--- src/rtl/reg_enc_pkg.sv ---
// Shared constants for the register request encoder.
// Round-robin picking is enabled by defining ENC_ROUND_ROBIN_EN; the default build uses fixed priority.
package reg_enc_pkg;

    localparam int NREQ = 8;
    localparam int AW   = 3;

    localparam logic [AW-1:0] LAST_RST = 3'd7;

    localparam logic [0:0] ST_EMPTY = 1'b0;
    localparam logic [0:0] ST_FULL  = 1'b1;

endpackage

--- src/rtl/reg_req_encoder8to3_rr_pick8.sv ---
// Combinational picker: finds the first set PEND bit starting just after LAST, wrapping modulo 8.
// With LAST held at 7 the search starts at 0, which gives lowest-index fixed priority.
module rr_pick8
    import reg_enc_pkg::*;
(
    input  logic [NREQ-1:0] pend,
    input  logic [AW-1:0]   last,
    output logic            hit,
    output logic [AW-1:0]   idx,
    output logic [NREQ-1:0] onehot
);

    logic [AW-1:0] cand;

    // Walk the rotated positions from farthest to nearest so the nearest set bit wins.
    always_comb begin
        hit    = 1'b0;
        idx    = '0;
        onehot = '0;
        cand   = '0;
        for (int j = NREQ - 1; j >= 0; j--) begin
            cand = last + AW'(j) + AW'(1);
            if (pend[cand]) begin
                hit = 1'b1;
                idx = cand;
            end
        end
        if (hit) begin
            onehot[idx] = 1'b1;
        end
    end

endmodule

--- src/rtl/reg_req_encoder8to3.sv ---
// Collects per-register request pulses into a sticky pending set and serializes them as 3-bit addresses
// over a VALID/RDY handshake. Define ENC_ROUND_ROBIN_EN for round-robin picking; otherwise lowest index wins.
module reg_req_encoder8to3
    import reg_enc_pkg::*;
(
    input  logic            Clock,
    input  logic            Resetn,
    input  logic            EN,
    input  logic [NREQ-1:0] REQ,
    output logic [AW-1:0]   A,
    output logic            VALID,
    input  logic            RDY,
    output logic            DROP,
    output logic            BUSY
);

    logic [NREQ-1:0] pend_q, pend_d;
    logic [AW-1:0]   a_q, a_d;
    logic [0:0]      state_q, state_d;
    logic            drop_q, drop_d;

    logic [NREQ-1:0] new_req;
    logic [NREQ-1:0] clr;
    logic            load;
    logic            pick_hit;
    logic [AW-1:0]   pick_idx;
    logic [NREQ-1:0] pick_onehot;
    logic [AW-1:0]   pick_last;

`ifdef ENC_ROUND_ROBIN_EN
    logic [AW-1:0]   last_q, last_d;

    always_comb begin
        last_d = load ? pick_idx : last_q;
    end

    always_ff @(posedge Clock or negedge Resetn) begin
        if (!Resetn) begin
            last_q <= LAST_RST;
        end else begin
            last_q <= last_d;
        end
    end

    assign pick_last = last_q;
`else
    assign pick_last = LAST_RST;
`endif

    rr_pick8 u_pick (
        .pend   (pend_q),
        .last   (pick_last),
        .hit    (pick_hit),
        .idx    (pick_idx),
        .onehot (pick_onehot)
    );

    // A load happens whenever the slot is free or being drained this edge and something is pending.
    always_comb begin
        new_req = REQ & {NREQ{EN}};
        load    = pick_hit && ((state_q == ST_EMPTY) || RDY);
        clr     = load ? pick_onehot : '0;
        pend_d  = new_req | (pend_q & ~clr);
        drop_d  = |(new_req & pend_q & ~clr);
        a_d     = load ? pick_idx : a_q;
        state_d = state_q;
        if (load) begin
            state_d = ST_FULL;
        end else if ((state_q == ST_FULL) && RDY) begin
            state_d = ST_EMPTY;
        end
    end

    always_ff @(posedge Clock or negedge Resetn) begin
        if (!Resetn) begin
            pend_q  <= '0;
            a_q     <= '0;
            state_q <= ST_EMPTY;
            drop_q  <= 1'b0;
        end else begin
            pend_q  <= pend_d;
            a_q     <= a_d;
            state_q <= state_d;
            drop_q  <= drop_d;
        end
    end

    assign A     = a_q;
    assign VALID = (state_q == ST_FULL);
    assign DROP  = drop_q;
    assign BUSY  = (|pend_q) | VALID;

endmodule

--- config.mk ---
export PLATFORM = sky130hd
export DESIGN_NAME = reg_req_encoder8to3
export DESIGN_NICKNAME = d
export VERILOG_FILES = /design/src/rtl/reg_enc_pkg.sv /design/src/rtl/reg_req_encoder8to3_rr_pick8.sv /design/src/rtl/reg_req_encoder8to3.sv
export SDC_FILE = /design/constraint.sdc
export NUM_CORES = 1
export LEC_CHECK = 0
export BUFFER_PORTS_ARGS = -buffer_cell sky130_fd_sc_hd__buf_2
export CORE_MARGIN = 2
export CORE_UTILIZATION = 40
export DETAILED_ROUTE_END_ITERATION = 12
export GPL_TIMING_DRIVEN = 0
export PLACE_DENSITY = 0.69
export SYNTH_ARGS = -nofsm -noshare
export SYNTH_HDL_FRONTEND = slang
export SYNTH_SLANG_ARGS = --single-unit
--- constraint.sdc ---
create_clock -name Clock -period 2.21 [get_ports Clock]
set_clock_uncertainty 0.15 [all_clocks]
set_input_delay 0.442 -clock Clock [delete_from_list [all_inputs] [get_ports Clock]]
set_output_delay 0.442 -clock Clock [all_outputs]
set_load 0.03 [all_outputs]
==> results of run 1 <==
cell usage in the layout (no fill, tap or decap), drive strengths merged:
master | Yosys | layout
nor3 | 1 | 1
buf | 0 | 25
dlygate4sd3 | 0 | 1
o211a | 1 | 1
nand3 | 2 | 2
and2b | 1 | 1
nor2 | 5 | 5
nor4 | 2 | 2
dfrtp | 13 | 13
o41ai | 1 | 1
o21ai | 5 | 5
clkbuf | 3 | 6
a21oi | 7 | 7
a311oi | 1 | 1
o31a | 1 | 1
o2111ai | 2 | 2
a22o | 4 | 4
nand2b | 1 | 1
nand2 | 12 | 12
mux2 | 2 | 2
or4 | 2 | 2
inv | 3 | 3
or3 | 1 | 1
and3 | 2 | 2
nor2b | 1 | 1
report_power, final:
group	switching, uW	internal (uW)	leakage [uW]
clock network	78.1	70.0	0.0000150
logic	76.0	58.9	0.000258
registers	16.5	259	0.000134
total	171	388	0.000407
routing by layer:
layer	global-route usage	vias up	wire length [um]
li1	-	328	-
met1	0.206	310	705
met2	0.279	21	729
met3	0.0595	2	91
met4	0.0706	0	9
met5	0	-	0
final cells by class:
| class | count | area [um^2] |
|---|---|---|
| fill | 144 | 658 |
| timing repair buffer | 26 | 161 |
| buffer | 2 | 7.51 |
| inverter | 3 | 11.3 |
| clock buffer | 4 | 26.3 |
| tap | 16 | 20.0 |
| multi-input combinational | 54 | 347 |
| sequential | 13 | 328 |
cell usage after synthesis:
library cell and instances:
o21ai_0 2, o21ai_1 3, clkbuf_1 3, dfrtp_1 13, o31a_1 1, o2111ai_1 2, nand2b_1 1, nor3_1 1
inv_1 3, o41ai_1 1, nor2_4 1, and3_1 2, o211a_1 1, or4_4 2, a22o_1 4, nor2_1 3
nand2_1 12, and2b_1 1, nand3_1 2, nor2b_1 1, a311oi_1 1, nor4_1 2, a21oi_1 7, or3_1 1
nor2_2 1, mux2_4 2
through the flow:
| stage | instances | worst slack (ps) | instance area, um^2 | TNS, ps |
|---|---|---|---|---|
| 6_report | 118 | -105 | 901 | -105 |
| 5_1_grt | 118 | -166 | 901 | -166 |
| 4_1_cts | 117 | -106 | 888 | -106 |
| 3_5_place_dp | 106 | 83.7 | 795 | 0 |
| 3_3_place_gp | 106 | 85.3 | 795 | 0 |
| 2_1_floorplan | 73 | 142 | 689 | 0 |
logic make-up (layout without fill, tap and decap cells):
family                 after synthesis  after routing  synth area share
buffers and inverters                6             35            0.0327
AND/OR/NAND/NOR                     30             30             0.236
multiplexers                         2              2            0.0436
AO/OA/AOI/OAI                       22             22             0.216
flip-flops                          13             13             0.472
path summary, 6_finish.rpt:
check,startpoint,to,slack [ps],cells after the start
max in group asynchronous,Resetn,pend_q[3],1230,2
max,pend_q[5],BUSY,-100,3
min,REQ[7],pend_q[7],220,3
max reg2reg,pend_q[1],DROP,370,5
min in group asynchronous,Resetn,A[2],430,2
min reg2reg,A[0],A[0],360,1
worst register-to-register path, delay by kind of cell (launching register included):
kind / cells / cell delay [ps]
simple gates: 1 / 280
flops: 1 / 390
compound gates: 3 / 730
buf+inv: 1 / 150
what timing repair did:
action	4_1_cts	5_1_grt
pin swaps	3	0
gates resized for setup	4	1
setup endpoints to repair	1	1
gates cloned	0	0
hold buffers	1	0
hold endpoints to repair	13	0
setup buffers	7	1
sequential cells by signal, indices dropped and copies added (netlist names):
| name | cells |
|---|---|
| A | 3 |
| VALID | 1 |
| pend_q | 8 |
| DROP | 1 |
==> key figures, run 1 <==
Worst setup path
  • CP delay by family, top: simple AND/OR/NAND/NOR gates
  • Slowest CP cell: or4_4
  • Crit-path cells: or4_4, or3_4, buf_6
  • CP max FO: 2
  • CP Class: register to output port
  • Crit path buffers/inverters: 1
  • Setup crit end kind: output port
  • Crit path DAT: approximately 1700 ps
  • Startpoint Class: register
  • Worst Path Required: 1620 ps
  • CP max stage delay: roughly 540 ps

Detailed routing
  • Final WL: 1540 um
  • Drt first pass iters: 4
  • DRT iter0 DRCs: 22
  • Avg WL per Cell: roughly 13 um
  • Post-route ant nets: 0
  • # DRC: 0
  • Vias/cell: about 5.6
  • Vias: 661

Finish
  • Core Util, Final: 0.578
  • Ant. Diodes: 0
  • Share of cells above drive strength 1: 0.363
  • Layout net count: roughly 120
  • Synth-to-Final Area Change: 30.7%

Synthesis
  • Area contributors post-synth: dfrtp_1, nand2_1, a21oi_1, a22o_1, mux2_4
  • Synthesized Nets: 85
  • Post-Syn Area: 689 um^2
  • Proportion of netlist area held by the largest area contributor: 0.472
  • Register bit total from synthesis: 13
  • Synth Warn #: 0
  • Synth cell types: 26
  • Post-synth top area cell: dfrtp_1
  • Sequential element share of the synthesized area: 0.472
  • Syn_area_per_cell: about 9.4 um^2
  • Post-synthesis cell count: 73

Clocking
  • Worst skew pair latency: roughly 270 ps
  • CTS Root Cell: clkbuf_4
  • Clock slew at reported path FFs: approximately 80 ps
  • CTS tree: yes
  • CTS buffer count: 3
  • Max clock buf depth: 2
  • H-tree lvl count: 1
  • CTS Sinks: 13

Floorplanning
  • Core area: approximately 1600 um^2
  • Initial core utilization: 0.442
  • I/O pins: 18
  • Die Width: approximately 46 um
  • Die Y: about 46 um
  • Row Count: 14
  • Die area: around 2100 um^2

Global route
  • Vias in the first global route: slightly below 600
  • Initial antenna violation count: 0
  • Total track usage: 0.172
  • First-pass GRT wire length: ~2500 um
  • Largest net degree at the start of global routing: 14
  • Grt ovf: 0

STA
  • Tmin final: between 2000 and 2500 ps
  • Final Setup Violations: 1
  • Slew margin rel.: 0.715
  • Setup ws final: -105 ps
  • Fin. Hold Viols: 0
  • Slew @ Worst Pin: 427 ps
  • Final worst path period share: 1.05
  • Fin Hold WS: between 200 and 250 ps
  • Achievable clock frequency: ~430 MHz
  • Final Max Slew Viols: 0
  • RSZ-0062 raised after global routing: yes

Status
  • Failing checks: negative setup slack
  • Status: complete, but fails checks

Pwr
  • Pwr per Cell Area: 620 nW/um^2
  • Power Total: approximately 560 uW
  • Static Leak: a little over 0.0004 uW
  • Maximum vdd ir drop: 386 uV

Job
  • Max-cap violation count: 0

Placement
  • Port bufs: 17
  • RePlAce Congestion: ~0.8
  • Hpwl dp: approximately 1000 um

Hold path
  • Worst Hold Class: primary input to register
Power figures use the tool's default switching activity.
==> inputs of run 2 (changes only) <==
- SETUP_SLACK_MARGIN: not set -> 0.05
- clock period: 2.21 -> 2.57 ns (I/O delays scaled with it)
==> run 2 against run 1 <==
- the run now ends clean
- critical path depth unchanged
- core utilization down 1.8 points
- power down 14%
- global-route usage down 2.1 points
- combinational power down 19%
- sequential share of layout area up 1.3 points
- clock-buffer cell count unchanged
- final cell count down 3.4%
- hold slack better by 69 ps
- first-iteration DRC count down 45%
- design area down 3.2%
- critical path type unchanged
- largest cell class unchanged
- largest power group unchanged
==> key figures, run 2 (synthesis results as in run 1) <==
Worst setup path
  • CP max FO: 5
  • Setup crit end kind: output port
  • Crit path DAT: about 1800 ps
  • Worst Path Required: 1910 ps
  • CP Class: register to output port
  • Startpoint Class: register

Placement
  • Hpwl dp: slightly above 1000 um
  • Cells after DPL: roughly 110
  • Setup WS pre-CTS: around 370 ps
  • RePlAce Congestion: 0.797
  • Port bufs: 17

Floorplanning
  • Row Count: 14
  • Die Y: ~46 um
  • I/O pins: 18
  • Core area: between 1500 and 2000 um^2
  • Die area: approximately 2100 um^2
  • Initial core utilization: 0.442
  • Die Width: 45.5 um

Clocking
  • CTS Sinks: 13
  • Worst skew pair latency: about 270 ps
  • Max clock buf depth: 2
  • CTS buffer count: 3
  • H-tree lvl count: 1
  • CTS tree: yes
  • CTS Root Cell: clkbuf_4
  • Clock slew at reported path FFs: 80 ps

Finish
  • Core Util, Final: 0.559
  • Fin cells: about 110
  • Ant. Diodes: 0
  • Most flops, register: pend_q
  • Share of cells above drive strength 1: 0.347
  • Layout fillers: between 100 and 150
  • Most common cell after layout, fill and taps aside: buf_2
  • Synth-to-Final Area Change: 26.5%
  • Largest register FFs: 8
  • Most frequent cells in the layout: buf_2, nand2_1, dfrtp_1, a21oi_1
  • Layout net count: approximately 110

STA
  • Total negative slack: 0 ps
  • Slew margin rel.: 0.721
  • Tmin final: ~2400 ps
  • Setup ws final: between 100 and 150 ps
  • RSZ-0062 raised after global routing: no
  • Final worst path period share: 0.951
  • Slew @ Worst Pin: 419 ps
  • Fin. Hold Viols: 0
  • Final Setup Violations: 0
  • Fin Hold WS: between 200 and 300 ps
  • Achievable clock frequency: ~410 MHz
  • Final Max Slew Viols: 0

Detailed routing
  • DRT iter0 DRCs: 12
  • Vias: 636
  • Drt first pass iters: 4
  • # DRC: 0
  • Final WL: approximately 1500 um
  • Vias/cell: ~5.6
  • Post-route ant nets: 0
  • Avg WL per Cell: about 13 um

Pwr
  • Static Leak: between 0.0003 and 0.0004 uW
  • Maximum vdd ir drop: ~360 uV
  • Pwr per Cell Area: 550 nW/um^2

Global route
  • Initial antenna violation count: 0
  • Vias in the first global route: 517
  • Total track usage: 0.152
  • Grt ovf: 0
  • First-pass GRT wire length: approximately 2200 um
  • Largest net degree at the start of global routing: 14

Status
  • Status: complete, no violations

Job
  • Max-cap violation count: 0

Hold path
  • Worst Hold Class: primary input to register
## run 2: changes by cell type in the layout (fill, tap and decap cells not counted), sizes merged
cell,change
buf,-4
## run 2: stage by stage
step / cell area, um^2 / power (uW)
after floorplan: 689 / 311
after global placement: 795 / 344
after detailed placement: 795 / 345
after CTS: 831 / 476
after global routing: 872 / 505
final: 872 / 480
## run 2: area by class of cell
cell class	count	area, um^2	share of cell area
well taps	16	20.0	0.0230
inverters	3	11.3	0.0129
clock buffers	4	26.3	0.0301
repair buffers	22	131	0.151
flip-flops and latches	13	329	0.377
plain buffers	2	7.51	0.00861
multi-input cells	54	347	0.397
## run 2: power breakdown
| group | leakage (uW) | switching, uW | total (uW) | internal (uW) |
|---|---|---|---|---|
| Combinational | 0.000240 | 59.7 | 109 | 49.0 |
| Sequential | 0.000134 | 19.9 | 243 | 223 |
| Clock | 0.0000150 | 67.3 | 128 | 60.2 |
| Total | 0.000389 | 147 | 480 | 333 |
## run 2: final timing paths
path	from	end	slack, ps	depth (start not counted)
max	pend_q[5]	BUSY	130	3
max reg2reg	pend_q[1]	DROP	720	5
max in group asynchronous	Resetn	pend_q[3]	1530	2
min reg2reg	A[0]	A[0]	360	1
min	REQ[7]	pend_q[7]	290	3
min in group asynchronous	Resetn	A[2]	500	2
## run 2: timing repair
item | in CTS | in global routing
hold buffers | 1 | 0
setup buffers | 0 | 4
endpoints found under the hold margin | 13 | 0
resized for setup | 0 | 7
setup endpoints to repair | 0 | 1
## run 2: routing by layer
layer / vias up / GRT usage / part of all wire
met3: 2 / 0.0595 / 0.062
met1: 298 / 0.184 / 0.48
li1: 318 / - / -
met4: 0 / 0.0706 / 0.0062
met5: - / 0 / 0
met2: 18 / 0.234 / 0.45
## run 2: critical path, stage by stage (launching register included)
cell,delay (ps)
dfrtp_1,420
or4_4,560
or3_4,380
buf_6,140
